<file path="src/rtl/clz_pkg.sv">
// Shared types and width helpers for the iterative count-leading-zeros unit.
//  - clz_state_t : FSM encoding (IDLE -> SCAN -> DONE)
//  - cnt_width() : width of a 0..XLEN count
//  - CNT_W       : count width at the default XLEN of 32
package clz_pkg;

    typedef enum logic [1:0] {
        IDLE = 2'd0,
        SCAN = 2'd1,
        DONE = 2'd2
    } clz_state_t;

    localparam int XLEN_DEF = 32;

    // A count of 0..xlen inclusive needs one bit more than log2(xlen).
    function automatic int cnt_width(input int xlen);
        return $clog2(xlen) + 1;
    endfunction

    localparam int CNT_W = cnt_width(XLEN_DEF);

endpackage

</file>
<file path="src/rtl/clz_chunk.sv">
// Combinational leading-zero count of a W-bit chunk, built from per-nibble
// counts combined from the MSB nibble downwards.
// W must be a multiple of 4. The caller only uses the result for a non-zero
// chunk; an all-zero chunk yields W.
//  x   in  W              chunk to examine
//  lz  out $clog2(W)+1    number of leading zeros
module clz_chunk #(
    parameter int W = 8
) (
    input  logic [W-1:0]         x,
    output logic [$clog2(W):0]   lz
);

    localparam int NNIB = W / 4;
    localparam int OW   = $clog2(W) + 1;

    // Leading zeros of one nibble, 0..4.
    function automatic logic [2:0] nib_lz(input logic [3:0] n);
        logic [2:0] r;
        casez (n)
            4'b1???: r = 3'd0;
            4'b01??: r = 3'd1;
            4'b001?: r = 3'd2;
            4'b0001: r = 3'd3;
            default: r = 3'd4;
        endcase
        return r;
    endfunction

    logic [OW-1:0] cnt_s;
    logic          found_s;

    // Accumulate nibble counts until the first non-zero nibble is reached.
    always_comb begin
        cnt_s   = {OW{1'b0}};
        found_s = 1'b0;
        for (int i = NNIB - 1; i >= 0; i--) begin
            if (!found_s) begin
                cnt_s = cnt_s + OW'(nib_lz(x[i*4 +: 4]));
                if (x[i*4 +: 4] != 4'h0) begin
                    found_s = 1'b1;
                end else begin
                    found_s = 1'b0;
                end
            end else begin
                cnt_s = cnt_s;
            end
        end
    end

    assign lz = cnt_s;

endmodule

</file>
<file path="src/rtl/clz_iter.sv">
// Multi-cycle count-leading-zeros unit. Scans the operand CHUNK bits per cycle
// from the MSB end and stops at the first non-zero chunk; x == 0 gives XLEN.
// Valid/ready on both sides, no overlap between operations.
//  clk        in   clock, rising edge
//  rst        in   asynchronous active-high reset
//  flush      in   synchronous abort of the current operation
//  in_valid   in   operand valid
//  in_ready   out  unit idle and able to accept an operand
//  x          in   XLEN-bit operand
//  out_valid  out  result valid (registered)
//  out_ready  in   consumer accepts the result
//  res        out  leading-zero count 0..XLEN (registered)
module clz_iter
    import clz_pkg::*;
#(
    parameter int XLEN  = 32,
    parameter int CHUNK = 8
) (
    input  logic                  clk,
    input  logic                  rst,
    input  logic                  flush,
    input  logic                  in_valid,
    output logic                  in_ready,
    input  logic [XLEN-1:0]       x,
    output logic                  out_valid,
    input  logic                  out_ready,
    output logic [$clog2(XLEN):0] res
);

    localparam int NCHUNK = XLEN / CHUNK;
    localparam int CNT_WL = cnt_width(XLEN);
    localparam int IDX_W  = (NCHUNK > 1) ? $clog2(NCHUNK) : 1;
    localparam int LZ_W   = $clog2(CHUNK) + 1;

    localparam logic [IDX_W-1:0] IDX_ONE  = IDX_W'(1);
    localparam logic [IDX_W-1:0] IDX_LAST = IDX_W'(NCHUNK - 1);

    clz_state_t        state_r;
    logic [XLEN-1:0]   shreg_r;
    logic [IDX_W-1:0]  idx_r;
    logic [CNT_WL-1:0] count_r;
    logic [CNT_WL-1:0] res_r;
    logic              out_valid_r;

    logic [CHUNK-1:0]  top_s;
    logic [LZ_W-1:0]   lz_s;
    logic [CNT_WL-1:0] add_s;
    logic [CNT_WL-1:0] sum_s;
    logic              stop_s;

    assign top_s = shreg_r[XLEN-1 -: CHUNK];

    clz_chunk #(.W(CHUNK)) u_chunk (
        .x  (top_s),
        .lz (lz_s)
    );

    // Count contribution of the chunk currently at the top of the shift register.
    always_comb begin
        add_s  = CNT_WL'(CHUNK);
        stop_s = 1'b0;
        if (top_s != {CHUNK{1'b0}}) begin
            add_s  = CNT_WL'(lz_s);
            stop_s = 1'b1;
        end else begin
            add_s  = CNT_WL'(CHUNK);
            stop_s = (idx_r == IDX_LAST);
        end
        sum_s = count_r + add_s;
    end

    // Control FSM with shift register, chunk index, accumulator and result register.
    always_ff @(posedge clk or posedge rst) begin
        if (rst) begin
            state_r     <= IDLE;
            shreg_r     <= {XLEN{1'b0}};
            idx_r       <= {IDX_W{1'b0}};
            count_r     <= {CNT_WL{1'b0}};
            res_r       <= {CNT_WL{1'b0}};
            out_valid_r <= 1'b0;
        end else if (flush) begin
            // Flush beats any same-cycle in_valid or out_ready; result dropped.
            state_r     <= IDLE;
            out_valid_r <= 1'b0;
        end else begin
            case (state_r)
                IDLE: begin
                    if (in_valid) begin
                        shreg_r <= x;
                        count_r <= {CNT_WL{1'b0}};
                        idx_r   <= {IDX_W{1'b0}};
                        state_r <= SCAN;
                    end
                end
                SCAN: begin
                    count_r <= sum_s;
                    if (stop_s) begin
                        res_r       <= sum_s;
                        out_valid_r <= 1'b1;
                        state_r     <= DONE;
                    end else begin
                        shreg_r <= shreg_r << CHUNK;
                        idx_r   <= idx_r + IDX_ONE;
                    end
                end
                DONE: begin
                    if (out_ready) begin
                        out_valid_r <= 1'b0;
                        state_r     <= IDLE;
                    end
                end
                default: begin
                    state_r     <= IDLE;
                    out_valid_r <= 1'b0;
                end
            endcase
        end
    end

    assign in_ready  = (state_r == IDLE);
    assign out_valid = out_valid_r;
    assign res       = res_r;

endmodule
</file>
<file path="config.mk">
export PLATFORM = sky130hd
export DESIGN_NAME = clz_iter
export DESIGN_NICKNAME = d
export VERILOG_FILES = /design/src/rtl/clz_pkg.sv /design/src/rtl/clz_chunk.sv /design/src/rtl/clz_iter.sv
export SDC_FILE = /design/constraint.sdc
export NUM_CORES = 1
export LEC_CHECK = 0
export BUFFER_PORTS_ARGS = -buffer_cell sky130_fd_sc_hd__buf_4
export CORE_ASPECT_RATIO = 1.25
export CORE_UTILIZATION = 33
export CTS_BUF_LIST = sky130_fd_sc_hd__clkbuf_2 sky130_fd_sc_hd__clkbuf_4 sky130_fd_sc_hd__clkbuf_8
export CTS_CLUSTER_SIZE = 25
export DETAILED_ROUTE_END_ITERATION = 8
export PLACE_DENSITY = 0.58
export SYNTH_ARGS = -nofsm -noshare
export SYNTH_HDL_FRONTEND = slang
export SYNTH_HIERARCHICAL = 1
export SYNTH_SLANG_ARGS = --single-unit
</file>
<file path="constraint.sdc">
create_clock -name clk -period 4.2 [get_ports clk]
set_clock_uncertainty 0.05 [all_clocks]
set_input_delay 0.42 -clock clk [delete_from_list [all_inputs] [get_ports clk]]
set_output_delay 0.42 -clock clk [all_outputs]
set_load 0.02 [all_outputs]
</file>
### Yosys cells after proc, flatten, opt, wreduce, memory -nomap -nowiden

Cells that the tools add are included.

| operators by class | value |
|---|---|
| reductions and logical operators | 9 |
| add/sub/neg operators | 3 |
| bitwise gates (word level) | 1 |
| equal/unequal tests | 15 |
| muxes and demuxes | 24 |

Operators with widths:

| cell | count |
|---|---|
| 32-bit 2-to-1 mux | 2 |
| 32-bit case mux with 2 select lines | 1 |
| 3-bit case mux with 4 select lines | 2 |
| 2-bit 2-to-1 mux | 6 |
| 6-bit case mux with 2 select lines | 1 |
| 3-bit AND reduction | 4 |
| 3-bit != test (second input constant) | 3 |
| 4-bit by 1-bit equality test with 1-bit output (second input constant) | 2 |
| 4-bit 2-to-1 mux | 2 |
| 8-bit nonzero test | 1 |
| 6-bit adder | 1 |
| 2-bit by 1-bit equality test with 1-bit output (second input constant) | 3 |
| 3-bit by 1-bit equality test with 1-bit output (second input constant) | 2 |
| 6-bit 2-to-1 mux | 1 |
| 2-bit != test (second input constant) | 3 |
| 2-bit case mux with 3 select lines | 1 |
| 1-bit 2-to-1 mux | 5 |
| 3-bit by 3-bit adder with 4-bit output | 1 |
| 2-bit equality test (second input constant) | 2 |
| 2-bit case mux with 2 select lines | 1 |
| 4-bit AND reduction | 1 |
| 4-bit nonzero test | 1 |
| 3-bit 2-to-1 mux | 1 |
| 1-bit case mux with 3 select lines | 1 |
| 4 further kinds | 4 |

| storage, ports and cells | value |
|---|---|
| register bits | 49 |
| output and inout bits | 8 |
| word-level logic and storage cells | 58 |
| input port bits | 37 |

### Longest topological paths before layout

Gate-level depths: netlist of run 1.

| depth | value |
|---|---|
| word-level depth | 8 |
| gate-level depth with buffers | 14 |
| gate-level depth less buffers | 14 |

### By module

Netlist of run 1, hierarchy kept.

By module, submodules not included:

| module | cells each | times used | area an instance (µm²) |
|---|---|---|---|
| clz_iter | 177 | 1 | 2492.4 |
| clz_chunk | 26 | 1 | 160.2 |

### Worst setup path after synthesis of run 1

Ideal clock, no wire load.

| timing | value |
|---|---|
| kind | register to register |
| start | register shreg_r[29] |
| end | register res_r[4] (netlist: res[4]) |
| data required time | 4.022 ns |
| period minus slack after synthesis | 2.820 ns |
| path slack | 1.380 ns |
| data arrival time | 2.642 ns |
| setup time | 0.128 ns |
| cell stages (with the launch flop) | 14 |
| cell sequence | dfrtp_1 inv_1 a21oi_1 nor2_1 ha_1 inv_1 fa_1 a21boi_0 and2_2 fa_1 a21o_1 a21oi_1 xnor2_1 mux2_1 |

| between the ends | value |
|---|---|
| cells in the longest elaborated chain, start to end | 6 |

Ends and longest elaborated chain:

| item | line | RTL |
|---|---|---|
| from (decl) | clz_iter.sv:39 | `logic [XLEN-1:0] shreg_r;` |
| from (signal assigned) | clz_iter.sv:76 | `shreg_r <= {XLEN{1'b0}};` |
| from (signal assigned) | clz_iter.sv:102 | `shreg_r <= shreg_r << CHUNK;` |
| 4-bit by 1-bit equality test with 1-bit output or 3-bit by 1-bit equality test with 1-bit output (tied branches) | clz_chunk.sv:20 | `casez (n)` |
| 3-bit case mux with 4 select lines | clz_chunk.sv:20 |  |
| 3-bit by 3-bit adder with 4-bit output | clz_chunk.sv:39 | `cnt_s = cnt_s + OW'(nib_lz(x[i*4 +: 4]));` |
| 4-bit 2-to-1 mux * | clz_chunk.sv:38 | `if (!found_s) begin` |
| net lz_s[1] | clz_iter.sv:46 | `logic [LZ_W-1:0] lz_s;` |
| 4-bit 2-to-1 mux * | clz_iter.sv:62 | `if (top_s != {CHUNK{1'b0}}) begin` |
| 6-bit adder * | clz_iter.sv:69 | `sum_s = count_r + add_s;` |
| to (signal assigned) | clz_iter.sv:79 | `res_r <= {CNT_WL{1'b0}};` |
| to (signal assigned) | clz_iter.sv:98 | `res_r <= sum_s;` |
| to (decl) | clz_iter.sv:42 | `logic [CNT_WL-1:0] res_r;` |

The timed path passes the listed nets; every way through them passes the cells marked *.
A chain may end at the register's enable or synchronous reset.

### Final worst setup path of run 1

| timing | value |
|---|---|
| start | register shreg_r[25] |
| end | register count_r[5] |

| between the ends | value |
|---|---|
| cells in the longest elaborated chain, start to end | 8 |

Ends and longest elaborated chain:

| item | line | RTL |
|---|---|---|
| 4-bit by 1-bit equality test with 1-bit output or 3-bit by 1-bit equality test with 1-bit output (tied branches) | clz_chunk.sv:20 |  |
| 3-bit case mux with 4 select lines * | clz_chunk.sv:20 |  |
| 3-bit 2-to-1 mux * | clz_chunk.sv:38 |  |
| 3-bit by 3-bit adder with 4-bit output * | clz_chunk.sv:39 |  |
| 4-bit 2-to-1 mux * | clz_chunk.sv:38 |  |
| net lz_s[3] | clz_iter.sv:46 |  |
| 4-bit 2-to-1 mux * | clz_iter.sv:62 |  |
| 6-bit adder * | clz_iter.sv:69 |  |
| 6-bit case mux with 2 select lines * | clz_iter.sv:86 | `case (state_r)` |
| to (signal assigned) | clz_iter.sv:78 | `count_r <= {CNT_WL{1'b0}};` |
| to (signal assigned) | clz_iter.sv:90 | `count_r <= {CNT_WL{1'b0}};` |
| to (signal assigned) | clz_iter.sv:96 | `count_r <= sum_s;` |
| to (decl) | clz_iter.sv:41 | `logic [CNT_WL-1:0] count_r;` |

The timed path passes the listed nets; every way through them passes the cells marked *. The select of a mux whose other input is x is not followed.

==> results of run 1 <==
-- cell type report --
type	count	area share [%]
multi-input combinational	134	41.4
sequential	49	39.2
timing repair buffer	45	10.8
tap	95	3.80
clock buffer	6	2.64
inverter	11	1.72
clock inverter	2	0.559
-- cell usage after synthesis, types with 3 or more instances --
| library cell | instances | area (sq um) |
|---|---|---|
| nand2_1 | 5 | 18.8 |
| mux2_2 | 31 | 349 |
| mux2_4 | 18 | 270 |
| nor2_1 | 13 | 48.8 |
| o21ai_0 | 5 | 25.0 |
| inv_1 | 10 | 37.5 |
| and3_1 | 3 | 18.8 |
| a21oi_1 | 4 | 20.0 |
| dfrtp_1 | 49 | 1230 |
| and2_2 | 3 | 22.5 |
| a22o_2 | 8 | 80.1 |
| buf_2 | 3 | 15.0 |
| ha_1 | 7 | 87.6 |
| xnor2_1 | 5 | 43.8 |
| a22o_1 | 4 | 35.0 |
| mux2_1 | 3 | 33.8 |
-- routing by layer --
metal | vias up | wire length [um] | global-route usage (%)
li1 | 814 | - | -
met1 | 814 | 2200 | 16.9
met2 | 37 | 2390 | 22.0
met4 | 0 | 63 | 3.64
met3 | 6 | 238 | 3.21
met5 | - | 0 | 0
-- flip-flops by register name (all words and copies together), names as in the netlist --
register / cells
shreg_r: 32
count_r: 6
res: 6
idx_r: 2
state_r: 2
out_valid: 1
-- power by group --
group / total [W] / internal [W] / leakage, nW / switching, W
logic: 0.000488 / 0.000286 / 0.818 / 0.000202
registers: 0.000714 / 0.000604 / 0.614 / 0.000109
clock network: 0.000302 / 0.000137 / 0.0518 / 0.000165
-- path summary, 6_finish.rpt --
kind	endpoint	slack, ns	depth (start not counted)
worst max-delay path	count_r[5]$_DFFE_PP0P_	1.17	11
worst min-delay path	state_r[1]$_DFFE_PP0P_	0.25	2
worst max register to register	count_r[5]$_DFFE_PP0P_	1.17	11
worst min register to register	res[5]$_DFFE_PP0P_	0.43	2
max in group asynchronous	shreg_r[24]$_DFFE_PP0P_	3.13	2
min in group asynchronous	shreg_r[22]$_DFFE_PP0P_	0.31	2
-- critical path: stages (launching register included) --
cell	delay [ns]
dfrtp_1	0.44
o21ai_0	0.39
inv_1	0.08
ha_1	0.30
a211oi_1	0.23
nor2_1	0.06
or2b_1	0.22
ha_1	0.33
and3_1	0.20
a221o_1	0.33
xnor2_1	0.14
o31ai_1	0.19
-- logic make-up (layout without fill, tap and decap cells) --
group	count (synthesis)	in the layout	share of synthesized area (%)
mux	53	53	25.0
flops	49	49	46.2
compound gates	34	34	10.1
simple gates	33	33	7.22
buf+inv	20	64	4.95
fa+ha+maj	9	9	4.81
xor+xnor	5	5	1.65
-- stage by stage --
stage / cells / worst slack, ns / cell area (sq um) / hold WS, ns / utilization [%]
after floorplan: 203 / 1.38 / 2650 / 0.405 / -
after global placement: 334 / 1.21 / 3030 / 0.417 / 38.9
after detailed placement: 334 / 1.13 / 3030 / 0.424 / 38.9
after CTS: 342 / 1.12 / 3130 / 0.239 / 40.2
after global routing: 342 / 0.889 / 3130 / 0.241 / 40.2
final: 342 / 1.17 / 3130 / 0.251 / 40.2
==> flow_summary.json, run 1 <==
{
  "outcome": "finished clean",
  "primary_flip_flop_cell_chosen_by_synthesis_mapping": "dfrtp_1",
  "rr_startpoint": "shreg_r[25]$_DFFE_PP0P_",
  "slew_violations": 0,
  "final_cell_mix": "dfrtp_1, buf_4, mux2_2",
  "postCtsSetupBuffers": 0,
  "setup_viol_count_final": 0,
  "p_per_area_mw_per_mm2": 480,
  "multi_input_area_sq_mm": 0.00129,
  "cp_max_fo": 5,
  "dieArea_sq_mm": 0.00840,
  "boundaryPins": 45,
  "tightest_slew_ns": 1.05,
  "gp_congestion": 0.760,
  "flow.area_growth_from_synthesis_pct": 18.1,
  "power.leakage_nw": 1.48,
  "synth_seq_area_share_pct": 46.2,
  "port_buffers": 44,
  "floorplan.initialDensity_pct": 34.0,
  "tritoncts": "done",
  "cp.arrival_ns": 3.20,
  "num_vias": 1671,
  "async_flop_share_pct": 100,
  "final.period_utilization_pct": 72.3,
  "final.fill_count": 757,
  "synthesized_flop_and_latch_total": 49,
  "final.setup.tns_ns": 0,
  "synth.avg_cell_area_sq_um": 13.1,
  "antenna_found_initial": 0,
  "grt_pass1_wl_um": 8360,
  "cts.repair.resized": 0,
  "min_from": "out_ready",
  "period_needed_ns": 3.03,
  "worst_setup_path_startpoint": "shreg_r[25]$_DFFE_PP0P_",
  "worst_min_delay_path_category": "input port to flop",
  "finalPower_w": 0.00150,
  "worstPathRequired_ns": 4.36,
  "die_y_um": 102,
  "hold_buffers": 0,
  "first_global_vias": 1732,
  "ctsHtreeMaxLevel": 2,
  "die_w_um": 82.2,
  "timing.slew.headroom_pct": 30.3,
  "hold_viol_final": 0,
  "synth_fp_nets": 249,
  "finish.net_count": 292,
  "detail_route.drc_violations": 0,
  "rsz0062_at_grt": "no",
  "placeableCoreArea_sq_mm": 0.00779,
  "place.detailed.hpwl_um": 3560,
  "drt-pass1-iter-count": 4,
  "max_freq_mhz": 329,
  "end_kind": "flop",
  "area.sequential_sq_mm": 0.00123,
  "clock_slew_seen_by_the_registers_of_the_worst_setup_and_hold_paths_ns": 0.09,
  "postSynthCellCount": 203,
  "mostFrequentLayoutCell": "dfrtp_1",
  "cts.root.buffer_cell": "clkbuf_8",
  "route.final.wire_length_um": 4890,
  "tritoncts.num_buffers": 5,
  "synthesis.area_sq_mm": 0.00265,
  "post_route_cells_drive_above_1_share_pct": 49.0,
  "clock_latency_on_the_worst_skew_pair_ns": 0.31,
  "grt_use_total_pct": 13.2,
  "clock-sinks": 49,
  "critical_path_class": "flop to flop",
  "synth.distinct_cells": 40,
  "detail-route-antenna-nets": 0,
  "floorplan.rows": 36,
  "ys.warnings.count": 6,
  "vdd_ir_drop_max_mv": 0.171,
  "post_drt_wl_per_cell_um": 14.3,
  "vias_per_cell": 4.89,
  "detail_route.iter0.violations": 43,
  "timing.critical_path.from_type": "flop",
  "insertedDiodeCount": 0,
  "cts.path.max_buffers": 2,
  "max_cap_violations": 0,
  "grt_max_degree": 50,
  "gr-total-overflow": 0,
  "synth_enable_flop_cells": 0
}
No activity file was read; power rests on OpenSTA's default activity.
==> inputs of run 2 (changes only) <==
==> constraint.sdc (replaced) <==
create_clock -name clk -period 2.8 [get_ports clk]
set_clock_uncertainty 0.05 [all_clocks]
set_input_delay 0.28 -clock clk [delete_from_list [all_inputs] [get_ports clk]]
set_output_delay 0.28 -clock clk [all_outputs]
set_load 0.02 [all_outputs]
==> flow_summary.json, run 2 (synthesis gave the netlist of run 1 again) <==
{
  "cp_max_fo": 3,
  "placeableCoreArea_sq_mm": 0.00779,
  "flow.area_growth_from_synthesis_pct": 28.3,
  "clock_latency_on_the_worst_skew_pair_ns": 0.31,
  "slew_violations": 0,
  "registers.top_by_ff_count": "shreg_r",
  "final.period_utilization_pct": 102,
  "grt_pass1_wl_um": 9180,
  "largest_register_ff_count": 32,
  "die_w_um": 82.2,
  "die_y_um": 102,
  "grt_use_met2_pct": 25.3,
  "mostFrequentLayoutCell": "buf_4",
  "detail_route.iter0.violations": 37,
  "numPlacedInstances": 351,
  "port_buffers": 44,
  "floorplan.initialDensity_pct": 34.0,
  "p_per_area_mw_per_mm2": 765,
  "clock_slew_seen_by_the_registers_of_the_worst_setup_and_hold_paths_ns": 0.09,
  "final_cell_mix": "buf_4, dfrtp_1, mux2_2",
  "setup_viol_count_final": 2,
  "clock-sinks": 49,
  "end_kind": "flop",
  "crit_family": "compound AO/OA/AOI/OAI gates",
  "rsz0062_at_grt": "yes",
  "timing.critical_path.slowest_stage_cell": "dfrtp_1",
  "timing.slew.headroom_pct": 62.8,
  "dieArea_sq_mm": 0.00840,
  "final_non_filler_cell_area_sq_mm": 0.00340,
  "tightest_slew_ns": 0.558,
  "period_needed_ns": 2.86,
  "post_drt_wl_per_cell_um": 14.9,
  "gr-total-overflow": 0,
  "post-route-worst-setup-slack_ns": -0.0640,
  "worstHoldPathCells": 2,
  "top_usage_layer": "met2",
  "max_freq_mhz": 349,
  "outcome": "complete, but fails checks",
  "antenna_found_initial": 0,
  "tritoncts.num_buffers": 5,
  "grt_max_degree": 27,
  "worst_min_delay_path_category": "input port to flop",
  "route.final.wire_length_um": 5390,
  "num_vias": 1780,
  "post_route_cells_drive_above_1_share_pct": 58.4,
  "finish.net_count": 312,
  "globalRouteMet3Util_pct": 3.39,
  "reg2reg_depth": 12,
  "cp_cell_sequence": "a21oi_2 > nor2_1 > ha_2 > inv_2 > fa_2 > a21boi_1 > and2_4 > ha_4 > a21o_1 > a221o_1 > xnor2_2 > o31ai_1",
  "first_global_vias": 1932,
  "grt_use_total_pct": 14.7,
  "timing.critical_path.from_type": "flop",
  "cp.arrival_ns": 3.03,
  "timing.critical_path.depth": 12,
  "boundaryPins": 45,
  "hold_viol_final": 0,
  "place.detailed.hpwl_um": 3950,
  "detail-route-antenna-nets": 0,
  "global_route.usage.met1_pct": 17.4,
  "critPathMaxStageDelay_ns": 0.43,
  "final_cells": 362,
  "gp_congestion": 0.752,
  "placement.cell_area_sq_mm": 0.00317,
  "ctsHtreeMaxLevel": 2,
  "floorplan.rows": 36,
  "detail_route.drc_violations": 0,
  "vias_per_cell": 4.92,
  "worstPathBufferInverterCount": 1,
  "failing_checks": "negative setup slack",
  "max_cap_violations": 0,
  "drt-pass1-iter-count": 4,
  "cts.path.max_buffers": 2,
  "tritoncts": "done",
  "power.leakage_nw": 1.61,
  "critical_path_class": "flop to flop",
  "regToRegSetupSlack_ns": -0.06,
  "vdd_ir_drop_max_mv": 0.337,
  "final.setup.tns_ns": -0.0687,
  "worstPathRequired_ns": 2.97,
  "cts.root.buffer_cell": "clkbuf_8",
  "insertedDiodeCount": 0
}
## run 2: layout make-up
| class | count | area [sq um] |
|---|---|---|
| Fill cell | 726 | 4390 |
| Timing Repair Buffer | 65 | 503 |
| Multi-Input combinational cell | 134 | 1370 |
| Inverter | 11 | 53.8 |
| Tap cell | 95 | 119 |
| Clock buffer | 5 | 68.8 |
| Sequential cell | 49 | 1230 |
| Clock inverter | 3 | 65.1 |
## run 2: stage by stage
step	hold WS (ns)	util (%)	total power, W	worst slack, ns
2_1_floorplan	0.314	-	0.00163	0.00921
3_3_place_gp	0.278	40.7	0.00191	-0.0119
3_5_place_dp	0.283	40.7	0.00194	-0.105
4_1_cts	0.0845	43.0	0.00258	-0.0389
5_1_grt	0.0969	43.7	0.00276	-0.183
6_report	0.0960	43.7	0.00260	-0.0640
## run 2: worst register-to-register path: cells and delay by family (launching register included)
| kind | cells | cell delay, ns |
|---|---|---|
| XOR/XNOR | 1 | 0.15 |
| flip-flops | 1 | 0.43 |
| AO/OA/AOI/OAI | 5 | 1.06 |
| buffers and inverters | 1 | 0.05 |
| adder cells (fa/ha/maj) | 3 | 0.79 |
| AND/OR/NAND/NOR | 2 | 0.25 |
## run 2: repair_timing
item,in CTS,in global routing
setup endpoints to repair,3,6
pin swaps,3,9
hold buffers,1,0
setup buffers,1,1
hold endpoints to repair,20,0
resized for setup,6,13
cloned,0,0
## run 2: path summary, 6_finish.rpt
kind | startpoint | end
worst min register to register | idx_r[0]$_DFFE_PP0P_ | idx_r[0]$_DFFE_PP0P_
worst max-delay path | shreg_r[28]$_DFFE_PP0P_ | count_r[5]$_DFFE_PP0P_
max in group asynchronous | rst | shreg_r[8]$_DFFE_PP0P_
worst max register to register | shreg_r[28]$_DFFE_PP0P_ | count_r[5]$_DFFE_PP0P_
min in group asynchronous | rst | state_r[0]$_DFFE_PP0P_
worst min-delay path | out_ready | state_r[1]$_DFFE_PP0P_
## run 2: power by group
group / switching (W) / internal [W]
Combinational: 0.000389 / 0.000552
Clock: 0.000250 / 0.000355
Sequential: 0.000149 / 0.000907
## run 2: metal layers
metal,routed length (um),share of wire (%)
met4,108,2.0
met5,0,0
met2,2740,51
met3,222,4.1
met1,2310,43
